--- config.mk ---
export PLATFORM = sky130hd
export DESIGN_NAME = axi4_stream_multiple_downsizer_flat
export DESIGN_NICKNAME = d
export VERILOG_FILES = /design/src/rtl/axi4_stream_if.sv /design/src/rtl/axi4_stream_multiple_downsizer.sv /design/src/flat_wrapper.sv
export SDC_FILE = /design/constraint.sdc
export NUM_CORES = 1
export LEC_CHECK = 0
export ABC_AREA = 1
export CAP_MARGIN = 20
export CORE_MARGIN = 2
export CORE_UTILIZATION = 37
export DETAILED_ROUTE_END_ITERATION = 10
export PLACE_DENSITY = 0.68
export REMOVE_ABC_BUFFERS = 1
export SETUP_SLACK_MARGIN = 0.2
export SLEW_MARGIN = 5
export SYNTH_ARGS = -nofsm -noshare
export SYNTH_HDL_FRONTEND = slang
export SYNTH_SLANG_ARGS = --single-unit
--- constraint.sdc ---
create_clock -name clk_i -period 4.63 [get_ports clk_i]
set_clock_uncertainty 0.2 [all_clocks]
set_input_delay 0.463 -clock clk_i [delete_from_list [all_inputs] [get_ports clk_i]]
set_output_delay 0.463 -clock clk_i [all_outputs]
set_load 0.005 [all_outputs]
--- src/rtl/axi4_stream_if.sv ---
// AXI4-Stream interface bundle.
//
// Handshake: a beat transfers on a rising clock edge where tvalid and tready
// are both 1. Once tvalid is raised, the master holds tvalid and all payload
// signals (tdata/tkeep/tstrb/tlast/tuser/tdest/tid) stable until that
// transfer happens. tready may change freely and may depend on tvalid.
//
// Parameters:
//   TDATA_WIDTH - tdata width in bits (multiple of 8); tkeep/tstrb are /8
//   TDEST_WIDTH - tdest width
//   TID_WIDTH   - tid width
// Modports:
//   master - drives tvalid and payload, samples tready
//   slave  - samples tvalid and payload, drives tready
interface axi4_stream_if #(
  parameter int TDATA_WIDTH = 64,
  parameter int TDEST_WIDTH = 4,
  parameter int TID_WIDTH   = 4
);
  logic                       tvalid;
  logic                       tready;
  logic [TDATA_WIDTH-1:0]     tdata;
  logic [TDATA_WIDTH/8-1:0]   tkeep;
  logic [TDATA_WIDTH/8-1:0]   tstrb;
  logic                       tlast;
  logic                       tuser;
  logic [TDEST_WIDTH-1:0]     tdest;
  logic [TID_WIDTH-1:0]       tid;

  modport master (
    output tvalid, tdata, tkeep, tstrb, tlast, tuser, tdest, tid,
    input  tready
  );

  modport slave (
    input  tvalid, tdata, tkeep, tstrb, tlast, tuser, tdest, tid,
    output tready
  );
endinterface

--- src/rtl/axi4_stream_multiple_downsizer.sv ---
// AXI4-Stream width downsizer by an integer ratio.
//
// A wide input beat is captured into a buffer and replayed as RATIO narrow
// beats, lane 0 (least significant) first. On a tlast beat only the lanes up
// to the highest lane carrying any tkeep bit are emitted. tuser is forwarded
// only on lane 0 of the first wide beat of a packet; tdest/tid repeat on
// every lane. The buffer reloads in the same cycle the final lane leaves, so
// a continuous input stream yields a continuous output stream.
//
// Ports:
//   clk_i     - clock, rising edge
//   rst_i     - synchronous active-high reset
//   pkt_i     - wide input stream (slave), SLAVE_TDATA_WIDTH data
//   pkt_o     - narrow output stream (master), MASTER_TDATA_WIDTH data
//   dbg_state - current FSM state (0 = EMPTY, 1 = FULL)
module axi4_stream_multiple_downsizer #(
  parameter int SLAVE_TDATA_WIDTH  = 64,
  parameter int MASTER_TDATA_WIDTH = 32,
  parameter int TDEST_WIDTH        = 4,
  parameter int TID_WIDTH          = 4
) (
  input  logic          clk_i,
  input  logic          rst_i,
  axi4_stream_if.slave  pkt_i,
  axi4_stream_if.master pkt_o,
  output logic          dbg_state
);

  localparam int RATIO = SLAVE_TDATA_WIDTH / MASTER_TDATA_WIDTH;
  localparam int MW    = MASTER_TDATA_WIDTH;
  localparam int MK    = MASTER_TDATA_WIDTH / 8;
  localparam int POS_W = $clog2(RATIO);

  typedef enum logic {
    EMPTY = 1'b0,
    FULL  = 1'b1
  } state_t;

  state_t state_q, state_d;

  logic [POS_W-1:0] ins_pos_q, ins_pos_d;
  logic             load;
  logic             first_q;

  // Held wide beat, viewed lane by lane.
  logic [RATIO-1:0][MW-1:0] buf_data;
  logic [RATIO-1:0][MK-1:0] buf_keep;
  logic [RATIO-1:0][MK-1:0] buf_strb;
  logic                     buf_last;
  logic                     buf_user;
  logic                     buf_first;
  logic [TDEST_WIDTH-1:0]   buf_dest;
  logic [TID_WIDTH-1:0]     buf_id;

  logic [POS_W-1:0] keep_last;
  logic [POS_W-1:0] last_lane;
  logic             final_lane;
  logic             out_valid;
  logic             in_ready;
  logic             in_hs;
  logic             out_hs;

  // Highest lane with any kept byte; lane 0 when nothing is kept.
  always_comb begin
    keep_last = '0;
    for (int n = 0; n < RATIO; n++) begin
      if (|buf_keep[n]) begin
        keep_last = POS_W'(n);
      end
    end
  end

  assign last_lane  = buf_last ? keep_last : POS_W'(RATIO - 1);
  assign final_lane = (ins_pos_q == last_lane);

  // Outputs are gated by reset so nothing transfers during the reset cycle.
  assign out_valid = (state_q == FULL) && !rst_i;
  assign in_ready  = !rst_i &&
                     ((state_q == EMPTY) || (final_lane && pkt_o.tready));
  assign in_hs     = pkt_i.tvalid && in_ready;
  assign out_hs    = out_valid && pkt_o.tready;

  always_comb begin
    state_d   = state_q;
    ins_pos_d = ins_pos_q;
    load      = 1'b0;
    if (in_hs) begin
      // Fresh beat, possibly replacing the final lane leaving this cycle.
      state_d   = FULL;
      ins_pos_d = '0;
      load      = 1'b1;
    end else if (out_hs) begin
      if (final_lane) begin
        state_d   = EMPTY;
        ins_pos_d = '0;
      end else begin
        ins_pos_d = ins_pos_q + POS_W'(1);
      end
    end
  end

  always_ff @(posedge clk_i) begin
    if (rst_i) begin
      state_q   <= EMPTY;
      ins_pos_q <= '0;
      first_q   <= 1'b1;
      buf_data  <= '0;
      buf_keep  <= '0;
      buf_strb  <= '0;
      buf_last  <= 1'b0;
      buf_user  <= 1'b0;
      buf_first <= 1'b0;
      buf_dest  <= '0;
      buf_id    <= '0;
    end else begin
      state_q   <= state_d;
      ins_pos_q <= ins_pos_d;
      if (load) begin
        buf_data  <= pkt_i.tdata;
        buf_keep  <= pkt_i.tkeep;
        buf_strb  <= pkt_i.tstrb;
        buf_last  <= pkt_i.tlast;
        buf_user  <= pkt_i.tuser;
        buf_first <= first_q;
        buf_dest  <= pkt_i.tdest;
        buf_id    <= pkt_i.tid;
        // The beat after a tlast beat opens a new packet.
        first_q   <= pkt_i.tlast;
      end
    end
  end

  assign pkt_i.tready = in_ready;

  assign pkt_o.tvalid = out_valid;
  assign pkt_o.tdata  = buf_data[ins_pos_q];
  assign pkt_o.tkeep  = buf_keep[ins_pos_q];
  assign pkt_o.tstrb  = buf_strb[ins_pos_q];
  assign pkt_o.tlast  = !rst_i && buf_last && final_lane;
  assign pkt_o.tuser  = !rst_i && buf_user && buf_first && (ins_pos_q == '0);
  assign pkt_o.tdest  = buf_dest;
  assign pkt_o.tid    = buf_id;

  assign dbg_state = state_q;

endmodule

--- src/flat_wrapper.sv ---
// flat-port wrapper written by rule: the top's interface ports become plain ports
module axi4_stream_multiple_downsizer_flat 
#(
  parameter int SLAVE_TDATA_WIDTH  = 64,
  parameter int MASTER_TDATA_WIDTH = 32,
  parameter int TDEST_WIDTH        = 4,
  parameter int TID_WIDTH          = 4
)
  (clk_i, rst_i, dbg_state, pkt_i_tvalid, pkt_i_tdata, pkt_i_tkeep, pkt_i_tstrb, pkt_i_tlast, pkt_i_tuser, pkt_i_tdest, pkt_i_tid, pkt_i_tready, pkt_o_tvalid, pkt_o_tdata, pkt_o_tkeep, pkt_o_tstrb, pkt_o_tlast, pkt_o_tuser, pkt_o_tdest, pkt_o_tid, pkt_o_tready);
  axi4_stream_if #(.TDATA_WIDTH(64), .TDEST_WIDTH(TDEST_WIDTH), .TID_WIDTH(TID_WIDTH)) pkt_i_i ();
  axi4_stream_if #(.TDATA_WIDTH(32), .TDEST_WIDTH(TDEST_WIDTH), .TID_WIDTH(TID_WIDTH)) pkt_o_i ();
  input  logic clk_i;
  input  logic rst_i;
  output logic dbg_state;
  input wire logic [$bits(pkt_i_i.tvalid)-1:0] pkt_i_tvalid;
  input wire logic [$bits(pkt_i_i.tdata)-1:0] pkt_i_tdata;
  input wire logic [$bits(pkt_i_i.tkeep)-1:0] pkt_i_tkeep;
  input wire logic [$bits(pkt_i_i.tstrb)-1:0] pkt_i_tstrb;
  input wire logic [$bits(pkt_i_i.tlast)-1:0] pkt_i_tlast;
  input wire logic [$bits(pkt_i_i.tuser)-1:0] pkt_i_tuser;
  input wire logic [$bits(pkt_i_i.tdest)-1:0] pkt_i_tdest;
  input wire logic [$bits(pkt_i_i.tid)-1:0] pkt_i_tid;
  output wire logic [$bits(pkt_i_i.tready)-1:0] pkt_i_tready;
  output wire logic [$bits(pkt_o_i.tvalid)-1:0] pkt_o_tvalid;
  output wire logic [$bits(pkt_o_i.tdata)-1:0] pkt_o_tdata;
  output wire logic [$bits(pkt_o_i.tkeep)-1:0] pkt_o_tkeep;
  output wire logic [$bits(pkt_o_i.tstrb)-1:0] pkt_o_tstrb;
  output wire logic [$bits(pkt_o_i.tlast)-1:0] pkt_o_tlast;
  output wire logic [$bits(pkt_o_i.tuser)-1:0] pkt_o_tuser;
  output wire logic [$bits(pkt_o_i.tdest)-1:0] pkt_o_tdest;
  output wire logic [$bits(pkt_o_i.tid)-1:0] pkt_o_tid;
  input wire logic [$bits(pkt_o_i.tready)-1:0] pkt_o_tready;
  assign pkt_i_i.tvalid = pkt_i_tvalid;
  assign pkt_i_i.tdata = pkt_i_tdata;
  assign pkt_i_i.tkeep = pkt_i_tkeep;
  assign pkt_i_i.tstrb = pkt_i_tstrb;
  assign pkt_i_i.tlast = pkt_i_tlast;
  assign pkt_i_i.tuser = pkt_i_tuser;
  assign pkt_i_i.tdest = pkt_i_tdest;
  assign pkt_i_i.tid = pkt_i_tid;
  assign pkt_i_tready = pkt_i_i.tready;
  assign pkt_o_tvalid = pkt_o_i.tvalid;
  assign pkt_o_tdata = pkt_o_i.tdata;
  assign pkt_o_tkeep = pkt_o_i.tkeep;
  assign pkt_o_tstrb = pkt_o_i.tstrb;
  assign pkt_o_tlast = pkt_o_i.tlast;
  assign pkt_o_tuser = pkt_o_i.tuser;
  assign pkt_o_tdest = pkt_o_i.tdest;
  assign pkt_o_tid = pkt_o_i.tid;
  assign pkt_o_i.tready = pkt_o_tready;
  axi4_stream_multiple_downsizer #(.SLAVE_TDATA_WIDTH(SLAVE_TDATA_WIDTH), .MASTER_TDATA_WIDTH(MASTER_TDATA_WIDTH), .TDEST_WIDTH(TDEST_WIDTH), .TID_WIDTH(TID_WIDTH)) u_core (.clk_i(clk_i), .rst_i(rst_i), .pkt_i(pkt_i_i), .pkt_o(pkt_o_i), .dbg_state(dbg_state));
endmodule
======== Word level (Yosys, flattened, before mapping) ========
Index checks and enable logic that the tools add are counted.
word-level totals
  flip-flop bits (word level) ............. 94
  input bits .............................. 94
  output and inout port bits .............. 53
  logic and storage cells ................. 49
operators by class
  add/sub/neg operators ................... 1
  order comparisons ....................... 1
  eq/ne operators ......................... 1
  muxes and demuxes ....................... 13
  bitwise operators ....................... 2
  reductions and logical operators ........ 17
operator list
  cell                 number
  $mux 32              2
  $mux 4               4
  $logic_and 1x1->1    10
  $mux 1               7
  $reduce_bool 2->1    2
  $reduce_or 4->1      1
  $lt 1x2->1 const B   1
  $not 1->1            2
  $reduce_and 2->1     1
  $reduce_or 2->1      1
  $add 1x1->1 const B  1
  $eq 1x1->1           1
  $logic_not 1->1      1
  $logic_or 1x1->1     1

======== Logic depth before layout (Yosys ltp) ========
  depth after elaboration ................. 10
  gate-level depth with buffers ........... 11
  mapped depth without buffers ............ 8

======== Worst setup path after synthesis ========
No wires, ideal clock.
  path type ............................... flip-flop to output port
  start point ............................. register u_core.ins_pos_q
  end point ............................... output pkt_i_tready
  arrival ................................. 1.665 ns
  required time ........................... 3.967 ns
  setup slack ............................. 2.302 ns
  cell stages (with the launch flop) ...... 8
  buffers on the path ..................... 3
  path through ............................ dfxtp_1 > clkbuf_1 > inv_1 > clkbuf_1 > ha_1 > nand2_2 > a21oi_4 > buf_6
between the ends
  longest elaborated chain between the ends .. 4
RTL lines
  item                    RTL line                               text
  start, declared         axi4_stream_multiple_downsizer.sv:41   logic [POS_W-1:0] ins_pos_q, ins_pos_d;
  start signal, assigned  axi4_stream_multiple_downsizer.sv:117  ins_pos_q <= ins_pos_d;
  $eq 1x1->1              axi4_stream_multiple_downsizer.sv:74   assign final_lane = (ins_pos_q == last_lane);
  $logic_and 1x1->1       axi4_stream_multiple_downsizer.sv:79   ((state_q == EMPTY) || (final_lane && pkt_o.tready));
  $logic_or 1x1->1        axi4_stream_multiple_downsizer.sv:79
  $logic_and 1x1->1       axi4_stream_multiple_downsizer.sv:78   assign in_ready = !rst_i &&
  end, declared           flat_wrapper.sv:23                     output wire logic [$bits(pkt_i_i.tready)-1:0] pkt_i_tready;
Every way passes these cells.

======== Worst setup path in the final report ========
Same ends and word-level chain as after synthesis.

==> metrics.md <==
| Metric | Value |
|---|---|
| Outcome | `complete, no violations` |
| Htree depth | `3` |
| PortBufs | `146` |
| Leading area contributor after synthesis | `dfxtp_1` |
| Cell family with most CP delay | `buffers and inverters` |
| Synth-to-layout area growth | `38.5%` |
| Startpoint Class | `flop` |
| Io pins | `147` |
| Root buffer cell | `clkbuf_8` |
| Final period util | `61.0%` |
| Fmax | `354 MHz` |
| CTS Buf Count | `9` |
| # clock sinks | `94` |
| Crit-path max FO | `41` |
| WL met1 | `4720 µm` |
| WP data arrival | `2160 ps` |
| Die height | `109 µm` |
| Largest net degree at the start of global routing | `95` |
| DRT antenna net count | `0` |
| Largest stage delay on the critical path | `550 ps` |
| Final net count | `772` |
| Core Region | `10800 µm²` |
| Via count | `4029` |
| Diodes inserted | `0` |
| Post-CTS setup buffer count | `0` |
| Synth Area per Inst | `7.21 µm²` |
| Peak supply drop | `0.187 mV` |
| Synthesized area | `4060 µm²` |
| Slew headroom | `37.0%` |
| Setup CP Type | `reg2out` |
| Layout fillers | `1080` |
| CP Buf/Inv Count | `3` |
| Cell leakage power | `0.00260 µW` |
| Fin Setup TNS | `0 ps` |
| Gp weighted congestion | `0.784` |
| Yosys reg bits | `94` |
| Residual DRC | `0` |
| Power Density | `314 nW/µm²` |
| Uppermost routed layer | `met4` |
| Initial Utilization | `37.6%` |
| Crit path max-delay cell type | `clkdlybuf4s50_1` |
| Distinct cells, synth | `17` |
| Top post-synthesis cells by area | `dfxtp_1 (46%), nand3_1 (23%), nand2_1 (20%)` |
| Avg Vias per Cell | `4.90` |
| Drt wl/cell | `12.9 µm` |
| Final Core Density | `52.1%` |
| Tightest Hold Check Type | `reg2reg` |
| GR Overflow Total | `0` |
| CP endpoint kind | `primary output` |
| GRT Total Usage | `18.0%` |
| Total iterations of the first detailed-routing run | `4` |
| Synth warnings | `0` |
| Commonest non-fill, non-tap cell in the layout | `nand2_1` |
| Final Hold Viols | `0` |
| Synth Instances | `563` |
| Dpl cells | `806` |
| Die W | `109 µm` |
| CTS tree | `done` |
| Non-Filler Instances | `822` |
| Min Tclk post-route | `2820 ps` |
| Most frequent cells in the layout | `nand2_1 (218), nand3_1 (185), clkdlybuf4s50_1 (145), dfxtp_1 (93), clkbuf_8 (11)` |
| Detailed Route Iter0 Violations | `231` |
| Required time of the critical path | `3970 ps` |
| First-pass GRT wire length | `17200 µm` |
| Routed wl met3 | `806 µm` |
| DP HPWL | `6860 µm` |
| Total Wirelength | `10600 µm` |
| Share of cells above drive strength 1 | `3.96%` |
| Hold Buf Count CTS | `0` |
| Clk_lat worst skew | `350 ps` |
| Max Slew Vio Count | `0` |
| Cell Chain, Critical Path | `inv_1 > buf_4 > ha_1 > nand2_2 > a21oi_4 > clkdlybuf4s50_1` |
| Setup violations, final | `0` |
| Routed length on met2 | `5040 µm` |
| Max Cap Viol | `0` |
| Deepest clock path buffer count | `2` |
| Post-synthesis sequential area ratio | `46.4%` |
| Initial antenna violation count | `0` |
| PostCTS Resize Cnt | `0` |
| Worst Max-Slew Pin Slew | `945 ps` |
| Clk slew on worst S/H paths | `90 ps` |
| Vias in the first global route | `3715` |
| Yosys top cell area share | `46.4%` |
| RSZ-0062 raised after global routing | `no` |
| Cell Rows | `38` |
| Die area | `11800 µm²` |
Yosys cell counts, drive strengths merged:
master and n:
nand4 1, ha 1, dfxtp 94, inv 5
nor3 1, nand2 219, clkbuf 18, buf 31
nor2 4, a21oi 3, nand3 186
cell type report:
class	count	area, µm²	area share [%]
Clock buffer	12	155	2.76
Inverter	5	18.8	0.334
Clock inverter	4	55.1	0.979
Tap cell	140	175	3.12
Timing Repair Buffer	152	1500	26.7
Sequential cell	94	1880	33.5
Multi-Input combinational cell	415	1830	32.6
cell families after synthesis:
kind of cell | share of synthesized area (%)
AND/OR/NAND/NOR | 44.0
AO/OA/AOI/OAI | 0.648
flip-flops | 46.4
adder cells (fa/ha/maj) | 0.308
buffers and inverters | 8.63
sequential cells by signal (all words and copies together) (netlist names), 4 cells and up:
name / cells
u_core.buf_data: 64
u_core.pkt_o.tid: 4
u_core.pkt_o.tdest: 4
u_core.buf_keep: 8
u_core.buf_strb: 8
metal layers:
layer  GRT usage (%)  vias up
met5               0        -
met4            4.67        0
met3            4.54        8
met2            29.6      123
met1            23.5     1830
li1                -     2068
report_power, final:
part	switching [µW]	internal, µW	leakage, µW
clock network	276	282	0.000103
registers	30.9	868	0.000774
logic	139	170	0.00172
total	446	1320	0.00260
metrics by stage:
stage	area (µm²)	power (µW)	hold WS (ps)	worst slack [ps]
2_1_floorplan	3730	1030	230	683
3_5_place_dp	5410	1230	248	1840
4_1_cts	5620	1790	269	1760
3_3_place_gp	5410	1220	244	1950
6_report	5620	1760	267	1810
5_1_grt	5620	1850	286	1580
worst paths after layout:
check,slack (ps),start,to,cells past startpoint
max reg2reg,1840,u_core.ins_pos_q,u_core.buf_data[33],9
min,270,u_core.buf_data[3],u_core.buf_data[3],2
max,1810,u_core.ins_pos_q,pkt_i_tready,6
min reg2reg,270,u_core.buf_data[3],u_core.buf_data[3],2
worst reg2reg max path, delay by kind of cell (launching register included):
| family | cells | cell delay [ps] |
|---|---|---|
| buf+inv | 3 | 960 |
| simple gates | 5 | 890 |
| fa+ha+maj | 1 | 360 |
| flops | 1 | 330 |
No activity file was read; power rests on OpenSTA's default activity.
